### src/rtl/vga_pmod_out_pkg.sv
// Shared constants for the VGA PMOD output stage: PMOD bit positions, idle byte,
// the 2x2 Bayer threshold table and the PMOD byte packer.
package vga_pmod_out_pkg;

    localparam int         PMOD_HS_BIT = 7;
    localparam int         PMOD_VS_BIT = 3;
    localparam logic [7:0] PMOD_IDLE   = 8'h88;

    typedef logic [1:0] ch2_t;

    typedef struct packed {
        ch2_t b;
        ch2_t g;
        ch2_t r;
    } rgb2_t;

    // Entry i lives at bits [2i+1:2i]: B[0..3] = {0,2,3,1}
    localparam logic [7:0] BAYER_2X2 = {2'd1, 2'd3, 2'd2, 2'd0};

    function automatic ch2_t bayer(input logic [1:0] idx);
        return BAYER_2X2[{idx, 1'b0} +: 2];
    endfunction

    function automatic logic [7:0] pmod_pack(input logic hs_n, input logic vs_n, input rgb2_t c);
        logic [7:0] p;
        p                       = '0;
        p[PMOD_HS_BIT]          = hs_n;
        p[PMOD_HS_BIT-1 -: 3]   = {c.b[0], c.g[0], c.r[0]};
        p[PMOD_VS_BIT]          = vs_n;
        p[PMOD_VS_BIT-1 -: 3]   = {c.b[1], c.g[1], c.r[1]};
        return p;
    endfunction

endpackage

### src/rtl/vga_pmod_out_if.sv
// Pixel bus from the renderer into the PMOD output stage.
interface vga_pmod_out_if #(
    parameter int CH_IN_BITS = 3
);
    logic                    hsync_n;
    logic                    vsync_n;
    logic                    visible;
    logic [3*CH_IN_BITS-1:0] rgb;

    modport master (output hsync_n, vsync_n, visible, rgb);
    modport slave  (input  hsync_n, vsync_n, visible, rgb);
endinterface

### src/rtl/vga_dither_ch.sv
// One colour channel reducer: (v + d) >> D, saturated to 2 bits.
module vga_dither_ch #(
    parameter int CH_IN_BITS = 3
) (
    input  logic [CH_IN_BITS-1:0] v,
    input  logic [1:0]            d,
    output logic [1:0]            o
);
    localparam int D  = CH_IN_BITS - 2;
    localparam int SW = CH_IN_BITS + 1;

    function automatic logic [1:0] sat2(input logic [SW-1:0] x);
        return (x > SW'(3)) ? 2'd3 : x[1:0];
    endfunction

    logic [SW-1:0] sum;
    logic [SW-1:0] shifted;

    always_comb begin
        sum     = {1'b0, v} + SW'(d);
        shifted = sum >> D;
        o       = sat2(shifted);
    end
endmodule

### src/rtl/vga_pmod_out.sv
// Registers renderer syncs/colour into the TinyTapeout VGA PMOD byte, 1 clk latency.
// Define VGA_PMOD_DITHER_EN to build ordered (spatial + frame-alternating) dithering.
module vga_pmod_out
    import vga_pmod_out_pkg::*;
#(
    parameter int CH_IN_BITS     = 3,
    parameter int X_CNT_BITS     = 10,
    parameter int FRAME_CNT_BITS = 2
) (
    input  logic                 clk,
    input  logic                 reset_n,
    vga_pmod_out_if.slave        vid,
    output logic [7:0]           uo_out
);
    localparam int D = CH_IN_BITS - 2;

    logic [1:0]            dith;
    rgb2_t                 col;
    logic [7:0]            uo_out_d;
    logic [7:0]            uo_out_q;
    logic [CH_IN_BITS-1:0] v_r, v_g, v_b;

    assign {v_b, v_g, v_r} = vid.rgb;

`ifdef VGA_PMOD_DITHER_EN
    logic [X_CNT_BITS-1:0]     x_cnt_d, x_cnt_q;
    logic                      y_cnt_d, y_cnt_q;
    logic [FRAME_CNT_BITS-1:0] frame_cnt_d, frame_cnt_q;
    logic                      hs_prev_d, hs_prev_q;
    logic                      vs_prev_d, vs_prev_q;
    logic                      hs_fall, vs_fall;
    logic                      unused_cnt_bits;

    always_comb begin
        hs_fall   = hs_prev_q & ~vid.hsync_n;
        vs_fall   = vs_prev_q & ~vid.vsync_n;
        hs_prev_d = vid.hsync_n;
        vs_prev_d = vid.vsync_n;

        if (!vid.hsync_n)  x_cnt_d = '0;
        else if (&x_cnt_q) x_cnt_d = x_cnt_q;
        else               x_cnt_d = x_cnt_q + X_CNT_BITS'(1);

        // vsync low forces parity to 0 even if an hsync edge lands in the same clk
        if (!vid.vsync_n) y_cnt_d = 1'b0;
        else              y_cnt_d = y_cnt_q ^ hs_fall;

        frame_cnt_d = frame_cnt_q + FRAME_CNT_BITS'(vs_fall);

        // Index uses the counters as they were before this clk's update
        dith = 2'(bayer({y_cnt_q, x_cnt_q[0] ^ frame_cnt_q[0]}) >> (2 - D));
    end

    assign unused_cnt_bits = ^{x_cnt_q, frame_cnt_q};

    always_ff @(posedge clk or negedge reset_n) begin
        if (!reset_n) begin
            x_cnt_q     <= '0;
            y_cnt_q     <= 1'b0;
            frame_cnt_q <= '0;
            hs_prev_q   <= 1'b0;
            vs_prev_q   <= 1'b0;
        end else begin
            x_cnt_q     <= x_cnt_d;
            y_cnt_q     <= y_cnt_d;
            frame_cnt_q <= frame_cnt_d;
            hs_prev_q   <= hs_prev_d;
            vs_prev_q   <= vs_prev_d;
        end
    end
`else
    assign dith = 2'd0;
`endif

    vga_dither_ch #(.CH_IN_BITS(CH_IN_BITS)) u_dith_r (.v(v_r), .d(dith), .o(col.r));
    vga_dither_ch #(.CH_IN_BITS(CH_IN_BITS)) u_dith_g (.v(v_g), .d(dith), .o(col.g));
    vga_dither_ch #(.CH_IN_BITS(CH_IN_BITS)) u_dith_b (.v(v_b), .d(dith), .o(col.b));

    always_comb begin
        uo_out_d = pmod_pack(vid.hsync_n, vid.vsync_n, vid.visible ? col : '0);
    end

    // Output register: syncs and colour share one flop stage so they never skew
    always_ff @(posedge clk or negedge reset_n) begin
        if (!reset_n) uo_out_q <= PMOD_IDLE;
        else          uo_out_q <= uo_out_d;
    end

    assign uo_out = uo_out_q;
endmodule

### src/flat_wrapper.sv
// flat-port wrapper written by rule: the top's interface ports become plain ports
module vga_pmod_out_flat import vga_pmod_out_pkg::*;
#(
    parameter int CH_IN_BITS     = 3,
    parameter int X_CNT_BITS     = 10,
    parameter int FRAME_CNT_BITS = 2
)
  (clk, reset_n, uo_out, vid_hsync_n, vid_vsync_n, vid_visible, vid_rgb);
  vga_pmod_out_if #(.CH_IN_BITS(CH_IN_BITS)) vid_i ();
  input  logic clk;
  input  logic reset_n;
  output logic [7:0] uo_out;
  input wire logic [$bits(vid_i.hsync_n)-1:0] vid_hsync_n;
  input wire logic [$bits(vid_i.vsync_n)-1:0] vid_vsync_n;
  input wire logic [$bits(vid_i.visible)-1:0] vid_visible;
  input wire logic [$bits(vid_i.rgb)-1:0] vid_rgb;
  assign vid_i.hsync_n = vid_hsync_n;
  assign vid_i.vsync_n = vid_vsync_n;
  assign vid_i.visible = vid_visible;
  assign vid_i.rgb = vid_rgb;
  vga_pmod_out #(.CH_IN_BITS(CH_IN_BITS), .X_CNT_BITS(X_CNT_BITS), .FRAME_CNT_BITS(FRAME_CNT_BITS)) u_core (.clk(clk), .reset_n(reset_n), .vid(vid_i), .uo_out(uo_out));
endmodule
### config.mk
export PLATFORM = sky130hd
export DESIGN_NAME = vga_pmod_out_flat
export DESIGN_NICKNAME = d
export VERILOG_FILES = /design/src/rtl/vga_pmod_out_pkg.sv /design/src/rtl/vga_pmod_out_if.sv /design/src/rtl/vga_dither_ch.sv /design/src/rtl/vga_pmod_out.sv /design/src/flat_wrapper.sv
export SDC_FILE = /design/constraint.sdc
export NUM_CORES = 1
export LEC_CHECK = 0
export CAP_MARGIN = 30
export CORE_AREA = 4 4 41 43
export DETAILED_ROUTE_END_ITERATION = 8
export DIE_AREA = 0 0 45 47
export PLACE_DENSITY_LB_ADDON = 0.2
export SYNTH_ARGS = -nofsm -noshare
export SYNTH_HDL_FRONTEND = slang
export SYNTH_SLANG_ARGS = --single-unit
export TNS_END_PERCENT = 10
### constraint.sdc
create_clock -name clk -period 0.86 [get_ports clk]
set_input_delay 0.172 -clock clk [delete_from_list [all_inputs] [get_ports clk]]
set_output_delay 0.172 -clock clk [all_outputs]
set_load 0.02 [all_outputs]
==> results of run 1 <==
through the flow:
step / setup WS, ps / TNS (ps) / total power [mW]
2_1_floorplan: 134 / 0 / 0.446
3_3_place_gp: -399 / -2470 / 0.540
3_5_place_dp: -406 / -2620 / 0.542
4_1_cts: -195 / -798 / 0.805
5_1_grt: -206 / -922 / 0.826
6_report: -181 / -683 / 0.785
synth_stat cells:
cell / n
and2_1: 6
dfrtp_1: 6
dfstp_2: 2
where the power goes:
group	internal [mW]	switching, mW
Clock	0.158	0.106
Sequential	0.400	0.00485
Combinational	0.0676	0.0483
Total	0.626	0.159
timing repair:
item / in CTS / in global routing
setup buffers: 0 / 0
setup endpoints to repair: 8 / 8
gates resized for setup: 36 / 0
worst paths after layout:
path / from / endpoint / cells after the start
hold / removal: reset_n / u_core.uo_out[0]$_DFF_PN0_ / 2
setup / recovery: u_core.uo_out[7]$_DFF_PN1_ / uo_out[7] / 1
min in group clk: vid_hsync_n / u_core.uo_out[7]$_DFF_PN1_ / 1
max in group asynchronous: reset_n / u_core.uo_out[3]$_DFF_PN1_ / 2
cell type report:
cell class | instances | area [sq um] | area share [%]
clock buffer | 3 | 22.5 | 5.10
multi-input combinational | 6 | 37.5 | 8.50
sequential | 8 | 203 | 45.9
tap | 15 | 18.8 | 4.25
timing repair buffer | 19 | 160 | 36.3
logic make-up after synthesis:
kind of cell  Yosys count
simple gates            6
flops                   8
layer usage:
layer / vias up / GRT usage (%) / part of all wire [%]
li1: 86 / - / -
met3: 2 / 3.07 / 12
met2: 13 / 7.63 / 52
met5: - / 0 / 0
met1: 82 / 4.68 / 32
met4: 0 / 8.77 / 3.8
cells in the final DEF, fill, tap and decap left out, drive strengths merged:
cell,netlist,final
and2,6,6
dfstp,2,2
buf,0,9
clkdlybuf4s50,0,10
dfrtp,6,6
clkbuf,0,3
==> results.md, run 1 <==
- Outcome: finished with violations
- Failing checks: negative setup slack
- WP buf/inv: 1
- Num Clock Sinks: 8
- Initial antenna violation count: 0
- CP Data Arrival Time: 870 ps
- Share of cells above drive strength 1: 38.9%
- Row count: 13
- Vias in the first global route: 171
- Die height: 47 um
- Setup violators final: 8
- Clk slew on worst S/H paths: 50 ps
- Worst ir drop on vdd: 0.000569 V
- Unique masters post-synth: 3
- Worst Setup End Kind: primary output
- Slowest stage cell on the critical path: dfstp_2
- I/O Buffers: 18
- Top-Level Pins: 22
- Final Net Count: 52
- Synth area leaders: dfrtp_1, dfstp_2, and2_1
- P_leak: 0.213 nW
- Fillers: 140
- Type of the worst min-delay path: input port to asynchronous set/reset pin
- CP Cell Sequence: buf_6
- Power Density: 1780 nW/um^2
- Die Wd: 45 um
- RSZ-0062 raised after global routing: true
- Final worst setup slack: -181 ps
- Synthesized-area fraction occupied by xor and xnor cells: 0%
- Number of synthesis warnings: 0
- Mux cell area share after synthesis: 0%
- Syn Area/Cell: 17.2 sq um
- MaxCap Viol Count: 0
- CTS buffer count: 3
- Global placement routability congestion: 0.594
- FMAX: 0.960 GHz
- Total GRT Usage: 5.59%
- Initial core utilization: 18.5%
- Largest area contributor in the netlist: dfrtp_1
- Worst-Margin Slew: 143 ps
- Yosys top cell area share: 62.5%
- Global route overflow: 0
- Routed WL: 495 um
- Rel. slew slack: 90.4%
- Max FFs per register: 8
- Fin crit share: 121%
- Critical setup path kind: flop to primary output
- Iteration-0 DRC Markers: 0
- Placed cell area: 447 sq um
- TritonCTS clock tree: yes
- First-pass GRT wire length: 710 um
- Mapped Cells: 14
- Cell Area, Synth: 240 sq um
- Final hold slack: 229 ps
- Delay-heaviest family, CP: flip-flops
- Synth Area in Adders: 0%
- Synth Area in Simple Gates: 15.6%
- ANT cells: 0
- Main combinational cell family by area after synthesis: simple AND/OR/NAND/NOR gates
- Util after Layout: 33.9%
- Fin area: 442 sq um
- Core Footprint: 1300 sq um
- Final Max Tran Viols: 0
- CTS hold repair buffers: 0
- Routed vias: 183
- Synth-to-Final Area Change: 83.9%
- Maximum number of pins on one net before global-route repair: 9
- Period minus WS final: 1040 ps
- Slowest cell delay on critical path: 520 ps
- Placed insts: 48
- WL/cell: 9.71 um
- Vias per inst: 3.59
- Htree depth: 1
- Final Instance Count excl. Fillers: 51
- Hold Fails Final Rpt: 0
- Worst EP required: 690 ps
- First drt pass iteration count: 1
- CP max FO: 1
- Routed Antenna Nets: 0
- Register area share after synthesis: 84.4%
- Syn_nets: 28
- Complex-gate fraction of the synthesized area: 0%
- Full die area: 2120 sq um
- DRC viols: 0
- Root Buffer Master: clkbuf_4
- Max clock buf depth: 2
- Critical path launch point type: flop
- Register bit count reported by yosys: 8
(Power assumes the default switching activity.)
==> run 2: changes to the inputs <==
- ABC_AREA: default -> 1
==> results.md, run 2 <==
- Initial core utilization: 19.0%
- Initial antenna violation count: 0
- Fillers: 145
- I/O Buffers: 18
- Fin area: 453 sq um
- Critical path launch point type: flop
- CP Data Arrival Time: 870 ps
- Maximum number of pins on one net before global-route repair: 7
- Synth top cells by count: dfrtp_1, inv_1, nand2_1
- Global placement routability congestion: 0.667
- Syn Area/Cell: 12.4 sq um
- Worst Setup End Kind: primary output
- Die Wd: 45 um
- Register area share after synthesis: 81.8%
- Largest area contributor in the netlist: dfrtp_1
- Synth-to-Final Area Change: 82.8%
- Rel. slew slack: 88.3%
- Period minus WS final: 1050 ps
- Mapped Cells: 20
- First-pass GRT wire length: 828 um
- WP buf/inv: 1
- Worst Setup SP: u_core.uo_out[3]$_DFF_PN1_
- Top-Level Pins: 22
- Register bit count reported by yosys: 8
- Hold Fails Final Rpt: 0
- Syn_nets: 34
- Sw Share: 22.1%
- Failing checks: negative setup slack
- Full die area: 2120 sq um
- Post-CTS setup repair buffer count: 0
- Critical setup path kind: flop to primary output
- Number of synthesis warnings: 0
- Final worst setup slack: -187 ps
- Placed cell area: 454 sq um
- FMAX: 0.955 GHz
- Share of cells above drive strength 1: 32.6%
- Cell Area, Synth: 248 sq um
- Outcome: finished with violations
- Final Net Count: 58
- Yosys top cell area share: 60.6%
- Unique masters post-synth: 4
- Worst ir drop on vdd: 0.000786 V
- MaxCap Viol Count: 0
- Type of the worst min-delay path: input port to asynchronous set/reset pin
- Clk slew on worst S/H paths: 60 ps
- Cell-internal power: 0.642 mW
- Gate power share: 14.4%
- Max clock buf depth: 2
- RSZ-0062 raised after global routing: true
- Worst-Margin Slew: 175 ps
- CTS buffer count: 3
- Root Buffer Master: clkbuf_4
- Synth Flop Type: dfrtp_1
- Commonest non-fill, non-tap cell in the layout: clkdlybuf4s50_1
- Total power: 0.824 mW
- First drt pass iteration count: 2
- CP Cell Sequence: buf_6
- P_leak: 0.258 nW
- Num Clock Sinks: 8
- Routed WL: 464 um
- Vias in the first global route: 206
- Synth area leaders: dfrtp_1, dfstp_2, inv_1, nand2_1
- Setup violators final: 8
- Slowest stage cell on the critical path: dfstp_2
- Slowest cell delay on critical path: 520 ps
- CP max FO: 1
- Most frequent cells in the layout: clkdlybuf4s50_1, nand2_1, inv_1, buf_2, dfrtp_1
- Net Switching: 0.182 mW
- Reg power frac: 49.1%
- Core Footprint: 1300 sq um
- Global route overflow: 0
- ANT cells: 0
- Vias per inst: 3.47
- WL/cell: 8.00 um
- Share of total power in the clock network: 36.5%
- Number of synthesized flops with an enable pin: 0
- Total GRT Usage: 5.97%
- Worst EP required: 690 ps
- CTS hold repair buffers: 0
- Row count: 13
- Final Max Tran Viols: 0
- Max FFs per register: 8
- Htree depth: 1
- Routed vias: 201
- Delay-heaviest family, CP: flip-flops
- TritonCTS clock tree: yes
- Die height: 47 um
- Ys async rst share: 100%
- Fin crit share: 122%
- DRC viols: 0
- Power Density: 1820 nW/um^2
- Iteration-0 DRC Markers: 2
- Routed Antenna Nets: 0
run 2: cell types whose count changed after synthesis, sizes merged:
cell,before,now
inv,0,6
nand2,0,6
and2,6,0
run 2: power groups by stage:
stage,logic (mW),clock network [mW],registers (mW)
2_1_floorplan,0.0101,0,0.437
3_3_place_gp,0.132,0,0.410
3_5_place_dp,0.134,0,0.410
4_1_cts,0.122,0.315,0.405
5_1_grt,0.130,0.341,0.406
6_report,0.119,0.301,0.404
run 2: worst max path at each step:
stage / cells past startpoint / slack (ps) / endpoint
global placement: 1 / -390 / uo_out[7]
detailed placement: 1 / -400 / uo_out[7]
global route: 1 / -220 / uo_out[3]
floorplan: 0 / 130 / uo_out[3]
CTS: 1 / -200 / uo_out[3]
finish: 1 / -190 / uo_out[3]
run 2: timing repair:
item | CTS | global route
endpoints found under the setup margin | 8 | 8
pin swaps | 0 | 0
gates resized for setup | 36 | 0
run 2: cells by family after synthesis:
family                 after synthesis  share of synthesized area, %
flip-flops                           8                          81.8
AND/OR/NAND/NOR                      6                          9.09
buffers and inverters                6                          9.09
run 2: per-stage QoR:
step           hold WS, ps  std cells  setup TNS (ps)  utilization [%]  setup slack [ps]
6_report               265         58            -768             34.8              -187
3_3_place_gp           529         54           -2320             34.9              -394
3_5_place_dp           540         54           -2410             34.9              -400
2_1_floorplan         -124         20               0                -               134
5_1_grt                277         58           -1060             34.8              -218
4_1_cts                267         58            -870             34.8              -200
run 2: final cells by class:
type	count	area, sq um	area share (%)
clock buffer	4	26.3	5.80
inverter	6	22.5	4.97
multi-input combinational	6	22.5	4.97
sequential	8	203	44.8
tap	15	18.8	4.14
timing repair buffer	19	160	35.4
run 2: metal layers:
| metal | routed length (um) | GRT usage [%] | up-vias | part of all wire, % |
|---|---|---|---|---|
| met3 | 94 | 4.21 | 0 | 20 |
| li1 | - | - | 99 | - |
| met5 | 0 | 0 | - | 0 |
| met4 | 0 | 5.26 | 0 | 0 |
| met1 | 156 | 4.88 | 88 | 34 |
| met2 | 213 | 9.60 | 14 | 46 |
==> patch (flow settings as in run 2) <==
Build with the macro `VGA_PMOD_DITHER_EN` defined.
--- a/src/rtl/vga_pmod_out.sv
+++ b/src/rtl/vga_pmod_out.sv
@@ -1,5 +1,7 @@
 // Registers renderer syncs/colour into the TinyTapeout VGA PMOD byte, 1 clk latency.
 // Define VGA_PMOD_DITHER_EN to build ordered (spatial + frame-alternating) dithering.
+`define VGA_PMOD_DITHER_EN
+
 module vga_pmod_out
     import vga_pmod_out_pkg::*;
 #(
Behaviour: not the same (a bounded check fails within 4 cycles, from zero or initial values and one cycle with reset_n low).
==> patch against run 2 <==
- the run now fails in 3_3_place_gp
- synthesized area increased to 4.7 times the old value
==> patch: results (changes against run 2) <==
metric;value;unit;change
PortBufs;21;;was 18
Async SR Flop Fraction;100;%;unchanged
synthesized flop and latch total;22;;was 8
Run Error;[ERROR FLW-0024] Place density exceeds 1.0 (current PLACE_DENSITY_LB_ADDON =  0.2). Please check if the value of  PLACE_DENSITY_LB_ADDON is between 0 and 0.99.;;
Seq/Total Area, Yosys;47.3;%;was 81.8%
Cells after Synth;137;;was 20
Halt Stage;3_3_place_gp;;
status;aborted with a tool error;;was complete, but fails checks
synth top area cells;dfrtp_1 43%, nand2_1 11%, inv_1 8.0%;;was dfrtp_1 61%, dfstp_2 21%, inv_1 9.1%
top cells by count, synth;33 x nand2_1, 25 x inv_1, 20 x dfrtp_1;;was 6 x dfrtp_1, 6 x inv_1, 6 x nand2_1
Net Count, Synth;155;;was 34
Most used DFF post-synth;dfrtp_1;;unchanged
Yosys cell types;24;;was 4
synth warn;0;;unchanged
==> patch: cells by family after synthesis <==
group           Yosys count  share of synthesized area [%]
fa+ha+maj                 4                           4.28
buf+inv                  27                           8.77
simple gates             64                           28.2
xor+xnor                  4                           3.00
compound gates           16                           8.45
flops                    22                           47.3
